`src/rtl/sync_pkg.sv`:
```
// rtl/sync_pkg.sv - shared constants and helpers for the nff synchronizer/filter
package sync_pkg;

  localparam int SYNC_STAGES_MIN = 2;
  localparam int SYNC_STAGES_MAX = 4;
  localparam int FILT_LEN_MAX    = 255;

  // Smallest r with 2**r >= v; constant-evaluable for parameter sizing.
  function automatic int clog2(input int v);
    int r;
    r = 0;
    for (int i = 0; i < 31; i++) begin
      if ((1 << i) < v) r = i + 1;
    end
    return r;
  endfunction

endpackage

```
`src/rtl/sync_nff_chan.sv`:
```
// rtl/sync_nff_chan.sv - one channel: N-flop synchronizer, stability filter, edge pulses
module sync_nff_chan
  import sync_pkg::*;
#(
  parameter int   STAGES    = 2,
  parameter int   FILT_LEN  = 4,
  parameter logic RESET_VAL = 1'b0
) (
  input  logic clk_sync,
  input  logic rst_n,
  input  logic data_in,
  output logic data_sync_out,
  output logic rise_out,
  output logic fall_out,
  output logic edge_next
);

  localparam int             CW     = clog2(FILT_LEN + 1);
  localparam logic [CW-1:0]  C_LAST = CW'(FILT_LEN - 1);

  (* ASYNC_REG = "TRUE" *) logic [STAGES-1:0] s;
  logic          sync;
  logic [CW-1:0] c;
  logic          commit;

  assign sync      = s[STAGES-1];
  assign commit    = (sync != data_sync_out) && (c == C_LAST);
  assign edge_next = commit;

  always_ff @(posedge clk_sync or negedge rst_n) begin
    if (!rst_n) begin
      s <= {STAGES{RESET_VAL}};
    end else begin
      s <= {s[STAGES-2:0], data_in};
    end
  end

  // c counts consecutive mismatches; a single matching cycle discards the run.
  always_ff @(posedge clk_sync or negedge rst_n) begin
    if (!rst_n) begin
      data_sync_out <= RESET_VAL;
      c             <= '0;
      rise_out      <= 1'b0;
      fall_out      <= 1'b0;
    end else begin
      if (sync == data_sync_out) begin
        c <= '0;
      end else if (c == C_LAST) begin
        data_sync_out <= sync;
        c             <= '0;
      end else begin
        c <= c + CW'(1);
      end
      rise_out <= commit & sync;
      fall_out <= commit & ~sync;
    end
  end

endmodule

```
`src/rtl/sync_nff_filter.sv`:
```
// rtl/sync_nff_filter.sv - WIDTH independent synchronized, filtered, edge-detected inputs
module sync_nff_filter
  import sync_pkg::*;
#(
  parameter int               WIDTH     = 1,
  parameter int               STAGES    = 2,
  parameter int               FILT_LEN  = 4,
  parameter logic [WIDTH-1:0] RESET_VAL = {WIDTH{1'b0}}
) (
  input  logic             clk_sync,
  input  logic             rst_n,
  input  logic [WIDTH-1:0] data_in,
  output logic [WIDTH-1:0] data_sync_out,
  output logic [WIDTH-1:0] rise_out,
  output logic [WIDTH-1:0] fall_out,
  output logic             any_edge_out
);

  generate
    if (STAGES < SYNC_STAGES_MIN || STAGES > SYNC_STAGES_MAX) begin : g_bad_stages
      $error("sync_nff_filter: STAGES out of range");
    end
    if (FILT_LEN < 1 || FILT_LEN > FILT_LEN_MAX) begin : g_bad_filt
      $error("sync_nff_filter: FILT_LEN out of range");
    end
  endgenerate

  logic [WIDTH-1:0] edge_next;

  for (genvar i = 0; i < WIDTH; i++) begin : g_chan
    sync_nff_chan #(
      .STAGES    (STAGES),
      .FILT_LEN  (FILT_LEN),
      .RESET_VAL (RESET_VAL[i])
    ) u_chan (
      .clk_sync      (clk_sync),
      .rst_n         (rst_n),
      .data_in       (data_in[i]),
      .data_sync_out (data_sync_out[i]),
      .rise_out      (rise_out[i]),
      .fall_out      (fall_out[i]),
      .edge_next     (edge_next[i])
    );
  end

  // Registered from the commit terms so it lines up with the per-channel pulses.
  always_ff @(posedge clk_sync or negedge rst_n) begin
    if (!rst_n) begin
      any_edge_out <= 1'b0;
    end else begin
      any_edge_out <= |edge_next;
    end
  end

endmodule

```
`config.mk`:
```
export PLATFORM = sky130hd
export DESIGN_NAME = sync_nff_filter
export DESIGN_NICKNAME = d
export VERILOG_FILES = /design/src/rtl/sync_pkg.sv /design/src/rtl/sync_nff_chan.sv /design/src/rtl/sync_nff_filter.sv
export SDC_FILE = /design/constraint.sdc
export NUM_CORES = 1
export LEC_CHECK = 0
export CAP_MARGIN = 20
export CORE_AREA = 2 2 39 41
export CTS_BUF_LIST = sky130_fd_sc_hd__clkbuf_4 sky130_fd_sc_hd__clkbuf_8
export DETAILED_ROUTE_END_ITERATION = 8
export DIE_AREA = 0 0 41 43
export PLACE_DENSITY = 0.56
export REMOVE_ABC_BUFFERS = 1
export SLEW_MARGIN = 20
export SYNTH_ARGS = -nofsm -noshare
export SYNTH_HDL_FRONTEND = slang
export SYNTH_SLANG_ARGS = --single-unit
```
`constraint.sdc`:
```
create_clock -name clk_sync -period 1.2 [get_ports clk_sync]
set_input_delay 0.12 -clock clk_sync [delete_from_list [all_inputs] [get_ports clk_sync]]
set_output_delay 0.12 -clock clk_sync [all_outputs]
set_load 0.1 [all_outputs]
```
# Yosys cells after proc, flatten, opt, wreduce, memory -nomap -nowiden
# Index checks and enable logic that the tools add are counted.
# totals
reg_bits	9
inputBits	3
out_inout_bits	4
elab_cells	18
# op_classes
add_sub_neg	1
eq_ne	3
mux	2
bitwise	4
reduce_logical	2
# op_table
cell	n
$mux W3	2
$add A3 B1 Y3 const B	1
$eq A3 B2 Y1 const B	1
$and A1 B1 Y1	2
$not A1 Y1	2
$reduce_and A2 Y1	1
$eq A1 B1 Y1	1
$logic_and A1 B1 Y1	1
$ne A1 B1 Y1	1

# Longest topological paths before layout
# Gate-level depths: netlist of the first run.
# logic_depth
ltp_word	3
mapped_depth	3
mapped_depth_nobuf	3

# Hierarchy
# From an unflattened synthesis of the first run, not the netlist that was laid out.
# hier_totals
cells_unflattened	19
area_unflattened_um2	314.1
# modules_own_cells
mod	n_inst	cells_each	area_each_um2	seq_area_each_um2
sync_nff_chan	1	18	289.0	200.2
sync_nff_filter	1	1	25.0	25.0

# Worst setup path after synthesis of the first run
# Ideal clock, no wire load.
# synth_timing
kind	reg-to-reg
startpoint	register g_chan[0].u_chan.data_sync_out
endpoint	register g_chan[0].u_chan.c[0]
setup_time_ns	0.089
arrival_time_ns	1.391
required_time_ns	1.111
path_slack_ns	-0.280
path_stages_with_launch	3
n_path_buf	0
synth_period_minus_slack_ns	1.480
cell_sequence	dfrtp_1 xnor2_1 nor3b_1
# synth_between
elab_chain_cells	2
# synth_rtl
element	line	rtl
start, declared	sync_nff_chan.sv:12	output logic data_sync_out,
start signal, assigned	sync_nff_chan.sv:49	data_sync_out <= sync;
$eq A1 B1 Y1	sync_nff_chan.sv:46	if (sync == data_sync_out) begin
$mux W3	sync_nff_chan.sv:46	
end signal, assigned	sync_nff_chan.sv:52	c <= c + CW'(1);
end, declared	sync_nff_chan.sv:23	logic [CW-1:0] c;
# No other way between the ends.
# A chain may end at the register's enable or synchronous reset.

# Worst setup path in the final report of the first run
# layout_timing
startpoint	register g_chan[0].u_chan.c[0]
endpoint	register g_chan[0].u_chan.data_sync_out
# layout_between
elab_chain_cells	2
# layout_rtl
element	line	rtl
$eq A3 B2 Y1	sync_nff_chan.sv:48	end else if (c == C_LAST) begin
$reduce_and A2 Y1 (no line)	--	
# No other way between the ends.

==> results of run 1 <==
cell type report:
type | count | area share (%)
multi-input cells | 10 | 18.4
repair buffers | 7 | 22.9
well taps | 16 | 4.27
flip-flops and latches | 9 | 48.0
clock buffers | 4 | 6.40
power by group through the flow:
stage               clock [W]  sequential, W  combinational, W
floorplan                   0       0.000586          0.000107
global placement            0       0.000417          0.000440
detailed placement          0       0.000422          0.000446
CTS                  0.000248       0.000418          0.000448
global route         0.000285       0.000426          0.000463
finish               0.000238       0.000415          0.000443
flip-flops by register name, summed over array words and instances, names as in the netlist:
register / count
g_chan.u_chan.c: 3
g_chan.u_chan.s: 2
any_edge_out: 1
g_chan.u_chan.data_sync_out: 1
g_chan.u_chan.fall_out: 1
g_chan.u_chan.rise_out: 1
worst max-delay path, delay by kind of cell (launching register included):
family,cells,cell delay (ps)
muxes,1,320
adders and majority gates,1,250
DFF,1,380
and+or+nand+nor,1,80
path summary, 6_finish.rpt:
path,endpoint,slack (ps),cells after the start
max in group asynchronous,g_chan[0].u_chan.s[1],760,1
min in group clk_sync,g_chan[0].u_chan.s[0],310,1
max,g_chan[0].u_chan.data_sync_out,50,3
min reg2reg,g_chan[0].u_chan.s[1],350,0
min,g_chan[0].u_chan.c[2],160,1
max reg2reg,g_chan[0].u_chan.data_sync_out,50,3
layout by cell type, fill, tap and decap left out, drive strengths merged:
cell,synthesis,layout
buf,0,5
clkbuf,0,4
nor2,1,1
nor2b,1,1
xnor2,1,1
dfrtp,9,9
mux2,1,1
clkdlybuf4s50,0,2
ha,1,1
nand2b,1,1
nor3b,4,4
kinds of logic (layout without fill, tap and decap cells):
group	Yosys count	in the layout	synth area share, %
muxes	1	1	3.61
buffers and inverters	0	11	0
xor gates and xnor gates	1	1	2.81
DFF	9	9	72.3
and+or+nand+nor	7	7	17.3
adders and majority gates	1	1	4.02
per-layer routing:
metal / share of wire, % / wire (µm) / vias up
li1: - / - / 86
met1: 44 / 184 / 86
met2: 50 / 208 / 5
met3: 6.4 / 27 / 0
met4: 0 / 0 / 0
met5: 0 / 0 / -
metrics by stage:
| stage | utilization [%] | setup WS [ps] | instance area (µm²) | total power [W] |
|---|---|---|---|---|
| global placement | 31.7 | 71.8 | 439 | 0.000856 |
| CTS | 33.9 | 38.5 | 469 | 0.00111 |
| floorplan | - | -280 | 312 | 0.000694 |
| global route | 33.9 | 0.396 | 469 | 0.00117 |
| finish | 33.9 | 51.5 | 469 | 0.00110 |
| detailed placement | 31.7 | 43.5 | 439 | 0.000868 |
==> results.toml, run 1 <==
[final_layout]
nets = 35
drive_gt1_share_pct = 36.7
layoutNonFillerInstCount = 46
antenna_cells = 0
regArea_um2 = 225
n_fill_cell = 138
multiInputGateArea_um2 = 86.3
area_growth_syn_to_layout_pct = 50.6

[global_routing]
grtUsageMet2_pct = 12.2
grt_usage_pct = 8.25
grt_pass1_vias = 237
busiest_layer = "met2"
grt_max_degree = 10
antenna_found_initial = 0
grt.met3_usage_pct = 3.14
globalRouteOverflowTotal = 0
grt.met1_usage_pct = 9.09
grt_first_pass_wirelength_um = 903

[critical_path]
slowest_delay_ps = 380
timing.rr.start = "g_chan[0].u_chan.c[0]"
slowest_stage = "dfrtp_1"
end_kind = "flop"
crit_type = "flop to flop"
worstPathMaxFanout = 2
crit_arrival_ps = 1280
crit_path_start_kind = "flop"
required_ps = 1330
crit_start = "g_chan[0].u_chan.c[0]"
crit_chain = "ha_1 > nand2b_4 > mux2_2"

[detailed_routing]
wl_per_cell_um = 9.11
vias = 177
post-route-drc-count = 0
drt-pass1-iter-count = 2
drt_iter0_markers = 5
totalWireLength_um = 419
vias_per_cell = 3.85
ant_nets = 0

[run]
cap_viol_max_count = 0

[pwr]
p_clk_share_pct = 21.7
power.density_nw_per_um2 = 2340
pwr-share-comb_pct = 40.4
switchingPower_w = 0.000408
power_leakage_nw = 0.208
p_int_w = 0.000688
p_sw_share_pct = 37.2
vdd_drop_max_v = 0.00134
pwr-share-seq_pct = 37.9

[place]
port_buffers = 6
dpl.cell_count = 42
hpwl_um = 364
gp_congestion = 0.695

[cts]
cts_sinks = 9
clk_pin_slew_worst_paths_ps = 60
root_buffer = "clkbuf_4"
postCtsResizedCells = 0
cts_tree = "done"
clk_path_buf_depth = 2
insertion_delay_ps = 250
holdBufCountCts = 0
cts_max_level = 1
post-cts-setup-buffer-count = 0
cts_buffers = 3

[logic_synthesis]
synth.avg_cell_area_um2 = 16.4
synth-seq-cells = 9
synth_warnings = 0
yosys.cell_types.count = 8
synth_seq_area_share_pct = 72.3
async_reset_ff_share_pct = 100
syn_inst = 19
synth.most_common_cell = "dfrtp_1"
synthTopCellsByCount = "dfrtp_1, nor3b_1"
synth_top_area_share_pct = 72.3
synth_flop_cell = "dfrtp_1"
synth.cell_area_um2 = 312
yosys-top-cells-area = "dfrtp_1, nor3b_1, nand2b_4"
synth_enable_flop_cells = 0
yosysTopAreaCell = "dfrtp_1"

[sta]
fin_crit_ps = 1150
relSlewSlack_pct = 73.5
tightest_slew_ps = 396
max_freq_mhz = 871
setup_tns_ps = 0
period_share_pct = 95.7
fin_skew_ps = 2.18
rsz0062_at_grt = "no"
drv_slew = 0
hold_viol_final = 0
holdWs_ps = 165
finalSetupViolations = 0

[floorplan]
io_pins = 7
die-area_um2 = 1760
row_count = 14
initial_core_util_pct = 22.5
die_x_um = 41
die_h_um = 43
fp.coreArea_um2 = 1380

[min_path]
min_path_type = "input pin to async pin"

[status]
outcome = "complete, no violations"
Note: power is estimated with default switching activity, not from simulation.
==> run 2, diff against run 1 <==
Settings changed: PLACE_DENSITY 0.56 to 0.54, RECOVER_POWER from default to 100.
Clock period 1.2 ns to 1.4 ns, I/O delays scaled along.
==> run 2 against run 1 <==
  * Combinational power decreased by 31%
  * Highest routed layer unchanged
  * Core utilization decreased by 4.7 points
  * Critical endpoint is now fall_out
  * Clock power decreased by 11%
  * Sequential share of layout area increased by 7.7 points
  * Non-clock buffer count decreased by 1
  * Die area unchanged
==> results.toml, run 2 (synthesis gave the netlist of run 1 again) <==
[cts]
holdBufCountCts = 0
cts_max_level = 1
clk_path_buf_depth = 2
cts_tree = "done"
insertion_delay_ps = 260
post-cts-setup-buffer-count = 0
cts_sinks = 9
postCtsResizedCells = 0
clk_pin_slew_worst_paths_ps = 60
cts_buffers = 3
root_buffer = "clkbuf_4"

[floorplan]
die_h_um = 43
initial_core_util_pct = 22.5
row_count = 14
die_x_um = 41
die-area_um2 = 1760
io_pins = 7
fp.coreArea_um2 = 1380

[final_layout]
regMostFlops = "g_chan.u_chan.c"
drive_gt1_share_pct = 34.5
antenna_cells = 0
final_cell_mix = "dfrtp_1, clkbuf_4, nor3b_1, clkbuf_2, dlygate4sd3_1"
largest_reg_flops = 3
final_common_cell = "dfrtp_1"
area_growth_syn_to_layout_pct = 29.7
layoutNonFillerInstCount = 45
nets = 34
fin_util_pct = 29.2
final_area_um2 = 404
n_fill_cell = 145
top_regs = "g_chan.u_chan.c: 3 flops, g_chan.u_chan.s: 2 flops"

[critical_path]
crit_arrival_ps = 1040
slowest_stage = "clkbuf_2"
r2r_setup_slack_ps = 230
required_ps = 1260
crit_type = "flop to output port"
r2r_end = "g_chan[0].u_chan.data_sync_out"
crit_path_start_kind = "flop"
r2r_cells = 3
worstPathMaxFanout = 1
timing.rr.start = "g_chan[0].u_chan.c[0]"
slowest_delay_ps = 460
critPathBufInv = 1
cp_top_family = "buffers and inverters"
crit_chain = "clkbuf_2"
end_kind = "output port"

[pwr]
total_power_w = 0.000864
power_leakage_nw = 0.189
vdd_drop_max_v = 0.000934
power.density_nw_per_um2 = 2140

[min_path]
min_path_type = "input pin to async pin"

[sta]
fin_skew_ps = 3.27
drv_slew = 0
holdWs_ps = 243
fin_crit_ps = 1180
relSlewSlack_pct = 63.0
rsz0062_at_grt = "no"
period_share_pct = 84.6
finalSetupViolations = 0
tightest_slew_ps = 557
hold_viol_final = 0
max_freq_mhz = 844

[place]
gp_congestion = 0.684
port_buffers = 6
place_area_um2 = 432
dpl.cell_count = 41

[global_routing]
grt_usage_pct = 8.48
grt_max_degree = 10
globalRouteOverflowTotal = 0
antenna_found_initial = 0
grt_pass1_vias = 206
grt_first_pass_wirelength_um = 910

[detailed_routing]
post-route-drc-count = 0
totalWireLength_um = 514
drt_iter0_markers = 1
vias_per_cell = 4.00
vias = 180
wl_per_cell_um = 11.4
drt-pass1-iter-count = 2
ant_nets = 0

[status]
outcome = "complete, no violations"

[run]
cap_viol_max_count = 0
## run 2: cell count changes in the layout (fill, tap and decap cells not counted), sizes merged
| cell | before | now |
|---|---|---|
| buf | 5 | 0 |
| clkbuf | 4 | 8 |
| clkdlybuf4s50 | 2 | 0 |
| dlygate4sd3 | 0 | 2 |
## run 2: how the worst max path moves through the flow
stage / from / end / slack (ps) / depth (start not counted)
floorplan: g_chan[0].u_chan.data_sync_out / g_chan[0].u_chan.c[0] / -80 / 2
global placement: g_chan[0].u_chan.c[0] / g_chan[0].u_chan.data_sync_out / 260 / 3
detailed placement: g_chan[0].u_chan.c[0] / g_chan[0].u_chan.data_sync_out / 220 / 3
CTS: g_chan[0].u_chan.c[0] / g_chan[0].u_chan.data_sync_out / 220 / 3
global route: g_chan[0].u_chan.data_sync_out / data_sync_out / 140 / 1
finish: g_chan[0].u_chan.fall_out / fall_out / 220 / 1
## run 2: stage by stage
stage | setup slack (ps) | setup TNS [ps]
after floorplan | -80.3 | -168
after global placement | 262 | 0
after detailed placement | 222 | 0
after CTS | 216 | 0
after global routing | 142 | 0
final | 215 | 0
## run 2: report_power, final
part | internal, W | total, W | switching, W | leakage (nW)
Clock | 0.000129 | 0.000213 | 0.0000847 | 0.0184
Combinational | 0.0000829 | 0.000306 | 0.000223 | 0.0542
Sequential | 0.000309 | 0.000344 | 0.0000352 | 0.117
Total | 0.000520 | 0.000864 | 0.000343 | 0.189
## run 2: cell type report
cell class | instances | area [µm²] | share of cell area, %
clock buffer | 4 | 30.0 | 7.43
tap | 16 | 20.0 | 4.95
sequential | 9 | 225 | 55.7
multi-input combinational | 10 | 86.3 | 21.4
timing repair buffer | 6 | 42.5 | 10.5
## run 2: per-layer routing
| layer | global-route usage (%) | vias up | wire, µm | part of all wire, % |
|---|---|---|---|---|
| li1 | - | 82 | - | - |
| met1 | 9.86 | 91 | 203 | 39 |
| met2 | 10.0 | 7 | 253 | 49 |
| met3 | 6.81 | 0 | 58 | 11 |
| met4 | 6.00 | 0 | 0 | 0 |
| met5 | 0 | - | 0 | 0 |
==> run 3, diff against run 2 <==
Settings changed: PLACE_DENSITY 0.54 to 0.56.
Clock period 1.4 ns to 1 ns, I/O delays scaled along.
==> run 3 against run 2 <==
  * The flow now finishes with violations (negative setup slack)
  * Register-to-register slack got worse by 290 ps
  * Sequential power increased by 42%
  * Cell count increased by 13%
  * Critical path depth increased by 2
  * Combinational power increased to 2.6 times the previous value
  * Setup slack got worse by 280 ps
  * Wire length increased by 18%
  * Worst hold slack got worse by 55 ps
  * Largest power group is now combinational logic
==> results.toml, run 3 (synthesis gave the netlist of run 1 again) <==
[status]
outcome = "finished, violations left"
violations = "negative setup slack"

[floorplan]
initial_core_util_pct = 22.5
die_x_um = 41
fp.coreArea_um2 = 1380
die_h_um = 43
row_count = 14
io_pins = 7
die-area_um2 = 1760

[final_layout]
final_common_cell = "dfrtp_1"
regMostFlops = "g_chan.u_chan.c"
area_growth_syn_to_layout_pct = 71.5
top_regs = "g_chan.u_chan.c: 3 flops, g_chan.u_chan.s: 2 flops"
fin_util_pct = 38.6
drive_gt1_share_pct = 60.0
layoutNonFillerInstCount = 51
largest_reg_flops = 3
final_cell_mix = "dfrtp_1, buf_4, clkbuf_4, buf_6, nor3b_2"
nets = 40
antenna_cells = 0
n_fill_cell = 135

[detailed_routing]
wl_per_cell_um = 11.9
drt_iter0_markers = 0
drt-pass1-iter-count = 1
vias = 203
vias_per_cell = 3.98
post-route-drc-count = 0
totalWireLength_um = 607
ant_nets = 0

[cts]
cts_buffers = 3
clk_path_buf_depth = 2
cts_tree = "done"
cts_sinks = 9
root_buffer = "clkbuf_4"
cts_max_level = 1
clk_pin_slew_worst_paths_ps = 60
insertion_delay_ps = 270

[critical_path]
r2r_end = "g_chan[0].u_chan.data_sync_out"
worstPathMaxFanout = 2
crit_arrival_ps = 1220
crit_end = "g_chan[0].u_chan.data_sync_out"
end_kind = "flop"
crit_type = "flop to flop"
r2r_setup_slack_ps = -60
timing.rr.start = "g_chan[0].u_chan.c[0]"
crit_path_start_kind = "flop"
required_ps = 1150
r2r_cells = 3
crit_start = "g_chan[0].u_chan.c[0]"

[pwr]
power.density_nw_per_um2 = 3030
vdd_drop_max_v = 0.00181
total_power_w = 0.00162
power_leakage_nw = 0.244

[min_path]
min_path_type = "input pin to async pin"

[place]
dpl.cell_count = 44
port_buffers = 6
hpwl_um = 382
gp_congestion = 0.697

[sta]
setup_tns_ps = -110
drv_slew = 0
hold_viol_final = 0
fin_skew_ps = 4.84
period_share_pct = 106
max_freq_mhz = 939
relSlewSlack_pct = 73.2
fin_crit_ps = 1060
finalSetupViolations = 2
tightest_slew_ps = 400
rsz0062_at_grt = "yes"
final.setup.worst_slack_ps = -64.6

[global_routing]
grt_pass1_vias = 228
grt_usage_pct = 9.79
globalRouteOverflowTotal = 0
grt_first_pass_wirelength_um = 986
antenna_found_initial = 0
grt_max_degree = 10

[run]
cap_viol_max_count = 0
run 3: cell count changes in the layout (fill, tap and decap cells not counted):
cell	previous run	this run
nor3b_1	4	1
ha_1	1	0
buf_4	0	5
buf_12	0	1
xnor2_4	0	1
clkbuf_2	3	0
mux2_4	0	1
xnor2_1	1	0
buf_6	0	4
mux2_2	1	0
ha_4	0	1
nor3b_2	0	3
clkbuf_4	5	4
run 3: timing repair:
item	CTS	global route
resized for setup	8	1
pin swaps	1	0
buffers inserted	2	1
endpoints found under the setup margin	5	8
endpoints found under the hold margin	0	0
hold buffers	0	0
run 3: layout make-up:
class / instances / area, µm² / area share (%)
clock buffers: 4 / 30.0 / 5.62
multi-input cells: 10 / 136 / 25.5
well taps: 16 / 20.0 / 3.75
repair buffers: 12 / 123 / 23.0
flip-flops and latches: 9 / 225 / 42.2
run 3: report_power, final:
group	switching [W]	internal (W)	total, W
sequential	0.0000544	0.000432	0.000487
combinational	0.000410	0.000400	0.000809
clock	0.000139	0.000182	0.000320
run 3: metrics by stage:
step / setup slack, ps / area [µm²] / hold slack, ps
2_1_floorplan: -480 / 312 / -196
3_3_place_gp: -126 / 454 / 341
3_5_place_dp: -140 / 454 / 344
4_1_cts: -70.6 / 542 / 132
5_1_grt: -89.3 / 534 / 227
6_report: -64.6 / 534 / 189
run 3: how the worst min path moves through the flow:
stage	from	endpoint	slack, ps
2_1_floorplan	rst_n	any_edge_out	-200
6_report	rst_n	g_chan[0].u_chan.c[0]	190
3_5_place_dp	g_chan[0].u_chan.s[0]	g_chan[0].u_chan.s[1]	340
3_3_place_gp	g_chan[0].u_chan.s[0]	g_chan[0].u_chan.s[1]	340
5_1_grt	rst_n	any_edge_out	230
4_1_cts	rst_n	g_chan[0].u_chan.c[0]	130
run 3: critical path: stages, from the launching register on:
cell,delay [ps]
dfrtp_1,410
ha_4,180
nand2b_4,70
mux2_4,290
run 3: metal layers:
| metal | vias to the layer above | track usage [%] | part of all wire (%) |
|---|---|---|---|
| met5 | - | 0 | 0 |
| met1 | 96 | 10.5 | 39 |
| li1 | 95 | - | - |
| met3 | 4 | 4.71 | 6.4 |
| met4 | 0 | 10.0 | 4.6 |
| met2 | 8 | 12.8 | 50 |
